## src/rtl/text_char_renderer_pkg.sv

```systemverilog
// Shared geometry, widths and pipeline payload for the text-mode renderer.
package text_pkg;

  localparam int unsigned CHAR_W           = 8;
  localparam int unsigned CHAR_H           = 16;
  localparam int unsigned COLS             = 80;
  localparam int unsigned ROWS             = 30;
  localparam int unsigned TXT_AW           = 12;
  localparam int unsigned FONT_AW          = 12;
  localparam int unsigned RGB_W            = 12;
  localparam int unsigned CURSOR_FIRST_ROW = 14;
  localparam int unsigned PIX_W            = 10;
  localparam int unsigned COL_W            = 7;
  localparam int unsigned ROW_W            = 5;
  localparam int unsigned XLO_W            = 3;
  localparam int unsigned YLO_W            = 4;

  // Per-pixel state carried from the address cycle to the dot-select cycle.
  typedef struct packed {
    logic [XLO_W-1:0] x_lo;
    logic [YLO_W-1:0] y_lo;
    logic             video_on;
    logic             hs;
    logic             vs;
    logic             in_range;
    logic             cursor_hit;
  } pix_s1_t;

  // row*80 + col built from shifts so no multiplier is inferred.
  function automatic logic [TXT_AW-1:0] cell_addr(input logic [ROW_W-1:0] row,
                                                  input logic [COL_W-1:0] col);
    return (TXT_AW'(row) << 6) + (TXT_AW'(row) << 4) + TXT_AW'(col);
  endfunction

endpackage

```

## src/rtl/text_char_renderer_cursor_blink.sv

```systemverilog
// Cursor blink timer: counts vsync falling edges and toggles the blink phase.
module cursor_blink
  import text_pkg::*;
#(
  parameter int unsigned BLINK_FRAMES = 32
) (
  input  logic clk,
  input  logic rst_n,
  input  logic vs_in,
  output logic blink_phase
);

  localparam int unsigned CNT_W = (BLINK_FRAMES > 1) ? $clog2(BLINK_FRAMES) : 1;

  logic             vs_q;
  logic [CNT_W-1:0] cnt_q, cnt_d;
  logic             phase_q, phase_d;
  logic             frame_evt_c;

  // Frame event on vsync going low relative to last cycle's sample.
  assign frame_evt_c = vs_q & ~vs_in;

  // Next-state for the frame counter and blink phase.
  always_comb begin
    cnt_d   = cnt_q;
    phase_d = phase_q;
    if (frame_evt_c) begin
      if (cnt_q == CNT_W'(BLINK_FRAMES - 1)) begin
        cnt_d   = '0;
        phase_d = ~phase_q;
      end else begin
        cnt_d = cnt_q + CNT_W'(1);
      end
    end
  end

  // State registers; cursor starts visible out of reset.
  always_ff @(posedge clk or negedge rst_n) begin
    if (!rst_n) begin
      vs_q    <= 1'b0;
      cnt_q   <= '0;
      phase_q <= 1'b1;
    end else begin
      vs_q    <= vs_in;
      cnt_q   <= cnt_d;
      phase_q <= phase_d;
    end
  end

  assign blink_phase = phase_q;

endmodule

```

## src/rtl/text_char_renderer.sv

```systemverilog
// Text-mode pixel generator: cell lookup, font fetch, dot select, cursor, 2-cycle sync delay.
module text_char_renderer
  import text_pkg::*;
#(
  parameter int unsigned      COLS         = 80,
  parameter int unsigned      ROWS         = 30,
  parameter logic [RGB_W-1:0] FG_RGB       = 12'hFFF,
  parameter logic [RGB_W-1:0] BG_RGB       = 12'h000,
  parameter int unsigned      BLINK_FRAMES = 32
) (
  input  logic               clk,
  input  logic               rst_n,
  input  logic [PIX_W-1:0]   pix_x,
  input  logic [PIX_W-1:0]   pix_y,
  input  logic               video_on,
  input  logic               hs_in,
  input  logic               vs_in,
  input  logic               cursor_en,
  input  logic [COL_W-1:0]   cursor_col,
  input  logic [ROW_W-1:0]   cursor_row,
  output logic [TXT_AW-1:0]  txt_addr,
  input  logic [7:0]         txt_data,
  output logic [FONT_AW-1:0] font_addr,
  input  logic [7:0]         font_data,
  output logic [RGB_W-1:0]   rgb,
  output logic               hs_out,
  output logic               vs_out
);

  logic [COL_W-1:0] col_c;
  logic [ROW_W-1:0] row_c;
  logic             cursor_ok_c;
  logic             unused_pix_y_msb;
  pix_s1_t          s1_q, s1_d;
  logic             blink_phase;
  logic             dot_c;
  logic [RGB_W-1:0] rgb_q, rgb_d;
  logic             hs_q, vs_q;

  assign col_c            = pix_x[9:3];
  assign row_c            = pix_y[8:4];
  assign unused_pix_y_msb = pix_y[9];
  assign txt_addr         = cell_addr(row_c, col_c);

  // A cursor parked outside the text grid must never light a cell.
  assign cursor_ok_c = (cursor_col < COL_W'(COLS)) && (cursor_row < ROW_W'(ROWS));

  // Stage-1 payload captured alongside the text RAM read.
  always_comb begin
    s1_d            = '0;
    s1_d.x_lo       = pix_x[2:0];
    s1_d.y_lo       = pix_y[3:0];
    s1_d.video_on   = video_on;
    s1_d.hs         = hs_in;
    s1_d.vs         = vs_in;
    s1_d.in_range   = (col_c < COL_W'(COLS)) && (row_c < ROW_W'(ROWS));
    s1_d.cursor_hit = cursor_en && cursor_ok_c && (col_c == cursor_col) &&
                      (row_c == cursor_row) && (pix_y[3:0] >= YLO_W'(CURSOR_FIRST_ROW));
  end

  cursor_blink #(
    .BLINK_FRAMES(BLINK_FRAMES)
  ) u_blink (
    .clk         (clk),
    .rst_n       (rst_n),
    .vs_in       (vs_in),
    .blink_phase (blink_phase)
  );

  assign font_addr = {txt_data, s1_q.y_lo};
  assign dot_c     = font_data[XLO_W'(CHAR_W - 1) - s1_q.x_lo];

  // Pixel colour: blanking first, then off-grid background, then glyph/cursor.
  always_comb begin
    rgb_d = BG_RGB;
    if (!s1_q.video_on) begin
      rgb_d = '0;
    end else if (!s1_q.in_range) begin
      rgb_d = BG_RGB;
    end else if ((s1_q.cursor_hit && blink_phase) || dot_c) begin
      rgb_d = FG_RGB;
    end
  end

  // Pipeline and output registers; syncs idle high so reset reads as inactive.
  always_ff @(posedge clk or negedge rst_n) begin
    if (!rst_n) begin
      s1_q    <= '0;
      s1_q.hs <= 1'b1;
      s1_q.vs <= 1'b1;
      rgb_q   <= '0;
      hs_q    <= 1'b1;
      vs_q    <= 1'b1;
    end else begin
      s1_q  <= s1_d;
      rgb_q <= rgb_d;
      hs_q  <= s1_q.hs;
      vs_q  <= s1_q.vs;
    end
  end

  assign rgb    = rgb_q;
  assign hs_out = hs_q;
  assign vs_out = vs_q;

endmodule

```

## config.mk

```make
export PLATFORM = sky130hd
export DESIGN_NAME = text_char_renderer
export DESIGN_NICKNAME = d
export VERILOG_FILES = /design/src/rtl/text_char_renderer_pkg.sv /design/src/rtl/text_char_renderer_cursor_blink.sv /design/src/rtl/text_char_renderer.sv
export SDC_FILE = /design/constraint.sdc
export NUM_CORES = 1
export LEC_CHECK = 0
export BUFFER_PORTS_ARGS = -buffer_cell sky130_fd_sc_hd__buf_2
export CAP_MARGIN = 15
export CORE_MARGIN = 2
export CORE_UTILIZATION = 45
export DETAILED_ROUTE_END_ITERATION = 12
export HOLD_SLACK_MARGIN = 0.15
export PLACE_DENSITY = 0.83
export SLEW_MARGIN = 15
export SYNTH_ARGS = -nofsm -noshare
export SYNTH_HDL_FRONTEND = slang
export SYNTH_SLANG_ARGS = --single-unit
```

## constraint.sdc

```tcl
create_clock -name clk -period 5.2 [get_ports clk]
set_input_delay 0.26 -clock clk [delete_from_list [all_inputs] [get_ports clk]]
set_output_delay 0.26 -clock clk [all_outputs]
set_load 0.005 [all_outputs]
```

# == After elaboration in Yosys (flattened, before gate mapping) ==
# Cells that the tools add are included.
# word_totals
in_bits,54
wordCells,44
reg_bits,33
# op_classes
reduce_logical,9
mux,6
n_eq_ne,3
n_addsub,4
bitwise_logic,3
order_cmp,6
# op_table
op,n
12-bit 2-to-1 mux,3
"7-bit < comparator, second input constant",2
11-bit by 9-bit adder with 12-bit output,1
12-bit by 7-bit adder with 12-bit output,1
"5-bit < comparator, second input constant",2
7-bit equality test,1
1-bit logical AND,7
"5-bit by 1-bit adder with 5-bit output, second input constant",1
5-bit equality test,1
"5-bit equality test, second input constant",1
5-bit 2-to-1 mux,1
"4-bit greater-or-equal comparator, second input constant",1
"3-bit by 4-bit < comparator with 1-bit output, second input constant",1
1-bit binary-select mux with 3-bit select,1
"3-bit subtractor, first input constant",1
1-bit NOT,2
2-bit AND reduction,1
1-bit bitwise AND,1
1-bit logical OR,1
1-bit 2-to-1 mux,1

# == Depth between registers and ports, before layout ==
# logic_depth
ltp_word,7
mapped_depth,8

# == Modules after synthesis ==
# Synthesis repeated with hierarchy kept, for this count alone.
# hier_totals
cells_unflattened,136
area_unflattened_um2,1430.1
# modules_own_cells
module,cells_each,seq_area_each_um2,instances,area_per_inst_um2
text_char_renderer,105,380.4,1,1096.1
cursor_blink,31,176.4,1,334.1

# == Worst setup path before layout ==
# No wires, ideal clock.
# synth_path
kind,input port to output port
startpoint,input port pix_x[9]
endpoint,output port txt_addr[11]
slack_ns,3.114
t_required_ns,4.940
t_arrival_ns,1.826
stages,7
cell_sequence,inv_1 -> fa_1 -> fa_1 -> nor2b_1 -> o21ai_0 -> a21boi_0 -> o21a_1
# synth_between
elab_chain_len,1
# synth_lines
item,line_no,text
start: declaration,text_char_renderer.sv:13,"input logic [PIX_W-1:0] pix_x,"
12-bit by 7-bit adder with 12-bit output,text_char_renderer_pkg.sv:32,return (TXT_AW'(row) << 6) + (TXT_AW'(row) << 4) + TXT_AW'(col);
end: declaration,text_char_renderer.sv:21,"output logic [TXT_AW-1:0] txt_addr,"
# Every way passes these cells.

# == Worst setup path after layout ==
# Ends and elaborated chain as after synthesis.

==> qor.csv <==
stage;metric;value;unit
outcome;status;completed;
finish;post-synthesis to final-layout area growth;24.9;%
worst_setup_path;CP Max Fanout;3;
min_path;Hold WC Path Type;in -> reg;
worst_setup_path;CP Class;in -> out;
cts;CTS tree;yes;
min_path;hold path startpoint;pix_y[6];
drt;DR DRC count;0;
drt;Routed Antenna Nets;0;
die;Initial Util;47.1;%
placement;Setup WS pre-CTS;2.80;ns
die;die span in y;60.3;um
finish;Layout Nets;267;
pwr;Power, Total;0.411;mW
worst_setup_path;R2R depth;6;
die;row count;20;
global_routing;initial antenna violation count;0;
timing;Setup WS post-layout;2.80;ns
synth;sequential element share of the synthesized area;39.0;%
timing;Final setup viols;0;
die;die span in x;60.3;um
worst_setup_path;largest delay contributor family on the critical path;adder cells;
cts;CTS max path bufs;2;
finish;Multi-input gate area;627;um^2
global_routing;first-pass GRT wire length;4290;um
min_path;WHS Endpoint;s1_q[1]$_DFF_PN0_;
synth;syn avg cell area;10.3;um^2
cts;Worst-Skew Late Latency;0.31;ns
drt;Total Routed Length;2560;um
synth;Synth Register Bits;22;
timing;period utilisation layout;46.2;%
placement;placed cells;228;
job;MaxCap Viol Count;0;
synth;synth warn;0;
global_routing;largest net degree at the start of global routing;23;
worst_setup_path;Critical Path End Type;primary output;
synth;cell accounting for the most synthesized area;dfrtp_1;
die;die area;0.00364;mm^2
worst_setup_path;Buf/Inv on CP;3;
placement;GP Congestion;0.742;
worst_setup_path;CP max stage delay;0.52;ns
synth;Syn Inst Count;138;
timing;RSZ-0062 raised after global routing;no;
timing;Max Fclk;0.417;GHz
timing;actual slew at the worst max-slew pin;0.452;ns
worst_setup_path;r2r endpoint;u_blink.cnt_q[3]$_DFFE_PN0P_;
worst_setup_path;FF-to-FF setup slack;3.59;ns
drt;vias per cell;4.62;
global_routing;final global-route overflow total;0;
die;io pins;92;
cts;# resized after CTS;0;
placement;input/output buffers;74;
worst_setup_path;crit start category;input port;
synth;Mapped Area;0.00143;mm^2
drt;1st-pass router iterations;4;
cts;CTS Sinks;22;
cts;Root Buffer Master;clkbuf_4;
global_routing;vias in the first global route;1110;
global_routing;gr usage total;15.7;%
timing;WHS;0.260;ns
pwr;PwrDens;230;mW/mm^2
drt;Via Count;1122;
worst_setup_path;Cell Chain, Critical Path;buf_2, inv_1, fa_1, fa_1, nor2b_1, o21ai_0, a21boi_0, o21a_1, buf_2;
timing;clock skew;0.0105;ns
pwr;LEAKAGE;0.924;nW
worst_setup_path;Critical Path AT;2.14;ns
finish;Finished Layout Cells;243;
timing;Tmin final;2.40;ns
synth;Synthesized Nets;205;
min_path;worst hold path depth;2;
pwr;worst vdd ir;0.0932;mV
worst_setup_path;Worst R2R Start;u_blink.cnt_q[0]$_DFFE_PN0P_;
timing;fin. max-slew vios;0;
cts;Num CTS Buffers;3;
synth;cell types occupying the most area after synthesis;dfrtp_1 (30%), buf_4 (14%), ha_1 (9.6%);
cts;number of H-tree levels;1;
synth;Synth cell types;30;
finish;Reg area;557;um^2
cts;Clock transition at path regs;0.10;ns
finish;diode count;0;
drt;WL/cell;10.5;um
worst_setup_path;Slowest-stage cell, CP;fa_1;
timing;Slew HR;69.9;%
timing;Fin. Hold Viols;0;
die;CORE AREA;0.00303;mm^2
placement;post-DP HPWL;2050;um
drt;Initial DRC Count;16;
worst_setup_path;CP Data Required Time;4.94;ns
finish;Fillers;282;
synth;Synth top area share;29.8;%
timing;Setup TNS;0;ns
finish;share of cells above drive strength 1;42.2;%
## power breakdown
part           switching (mW)  total [mW]  internal [mW]  leakage (nW)
Sequential             0.0151       0.208          0.193         0.258
Combinational          0.0569       0.125         0.0685         0.650
Clock                  0.0476      0.0775         0.0299        0.0150
## registers in the layout (all words and copies together) (netlist names)
register,count
font_addr,4
rgb,1
u_blink.blink_phase,1
s1_q,8
u_blink.vs_q,1
u_blink.cnt_q,5
hs_out,1
vs_out,1
## cell type report
| cell class | instances | share of cell area (%) |
|---|---|---|
| Clock buffer | 4 | 1.47 |
| Inverter | 10 | 2.11 |
| Multi-Input combinational cell | 78 | 35.2 |
| Sequential cell | 22 | 31.2 |
| Tap cell | 44 | 3.09 |
| Timing Repair Buffer | 85 | 26.9 |
## per-stage QoR
stage / util [%] / cell area (um^2)
floorplan: - / 1430
global placement: 54.4 / 1650
detailed placement: 54.4 / 1650
CTS: 58.9 / 1780
global route: 58.9 / 1780
finish: 58.9 / 1780
## Yosys cell counts
cell type / n
buf_4: 27
dfrtp_1: 17
ha_1: 11
inv_1: 10
xnor2_1: 9
nor2_1: 8
o21ai_0: 8
nand2_1: 7
dfstp_2: 5
xor2_1: 5
a21oi_1: 3
nand3_1: 3
nand4_1: 3
fa_1: 2
mux2_2: 2
mux4_1: 2
nand2b_1: 2
nor2b_1: 2
a21boi_0: 1
a31oi_1: 1
a41oi_1: 1
and3_1: 1
and4_1: 1
clkbuf_1: 1
mux2i_1: 1
nor3_1: 1
nor3b_1: 1
nor4_1: 1
o211ai_1: 1
o21a_1: 1
## routing by layer
layer  track usage (%)  share of wire (%)  up-vias
li1                  -                  -      557
met1              17.3                 38      508
met2              29.8                 53       52
met3              2.60                7.0        5
met4              5.71                1.6        0
met5                 0                  0        -
## timing repair
item,CTS,global route
hold buffers,11,0
setup endpoints to repair,0,0
buffers inserted,0,0
hold endpoints to repair,28,0
## layout by cell type (no fill, tap or decap), types with 2 or more instances in the layout
cell type / count
a21oi_1: 3
buf_2: 74
clkbuf_4: 3
dfrtp_1: 17
dfstp_2: 5
dlygate4sd3_1: 11
fa_1: 2
ha_1: 11
inv_1: 10
mux2_2: 2
mux4_1: 2
nand2_1: 7
nand2b_1: 2
nand3_1: 3
nand4_1: 3
nor2_1: 8
nor2b_1: 2
o21ai_0: 8
xnor2_1: 9
xor2_1: 5
## worst reg2reg max path, stage by stage, from the launching register on
cell and delay (ns):
dfrtp_1 0.43, ha_1 0.23, and3_1 0.19, ha_1 0.23, nor2_1 0.20, nand4_1 0.11
o21ai_0 0.16
## cell families (layout without fill, tap and decap cells)
family | after synthesis | in the layout | share of synthesized area (%)
adders and majority gates | 13 | 13 | 12.4
AOI/OAI and AO/OA | 16 | 16 | 6.49
and+or+nand+nor | 30 | 30 | 10.4
xor gates and xnor gates | 14 | 14 | 8.59
muxes | 5 | 5 | 5.96
buffers and inverters | 38 | 99 | 17.1
DFF | 22 | 22 | 39.0
## worst max path at each step
stage	slack, ns	cells after the start	endpoint	from
after floorplan	3.11	7	txt_addr[11]	pix_x[9]
after global placement	2.83	9	txt_addr[11]	pix_x[9]
after detailed placement	2.80	9	txt_addr[11]	pix_x[9]
after CTS	2.80	9	txt_addr[11]	pix_x[9]
after global routing	2.65	9	txt_addr[11]	pix_y[4]
final	2.80	9	txt_addr[11]	pix_x[9]
No activity file was read; power rests on OpenSTA's default activity.
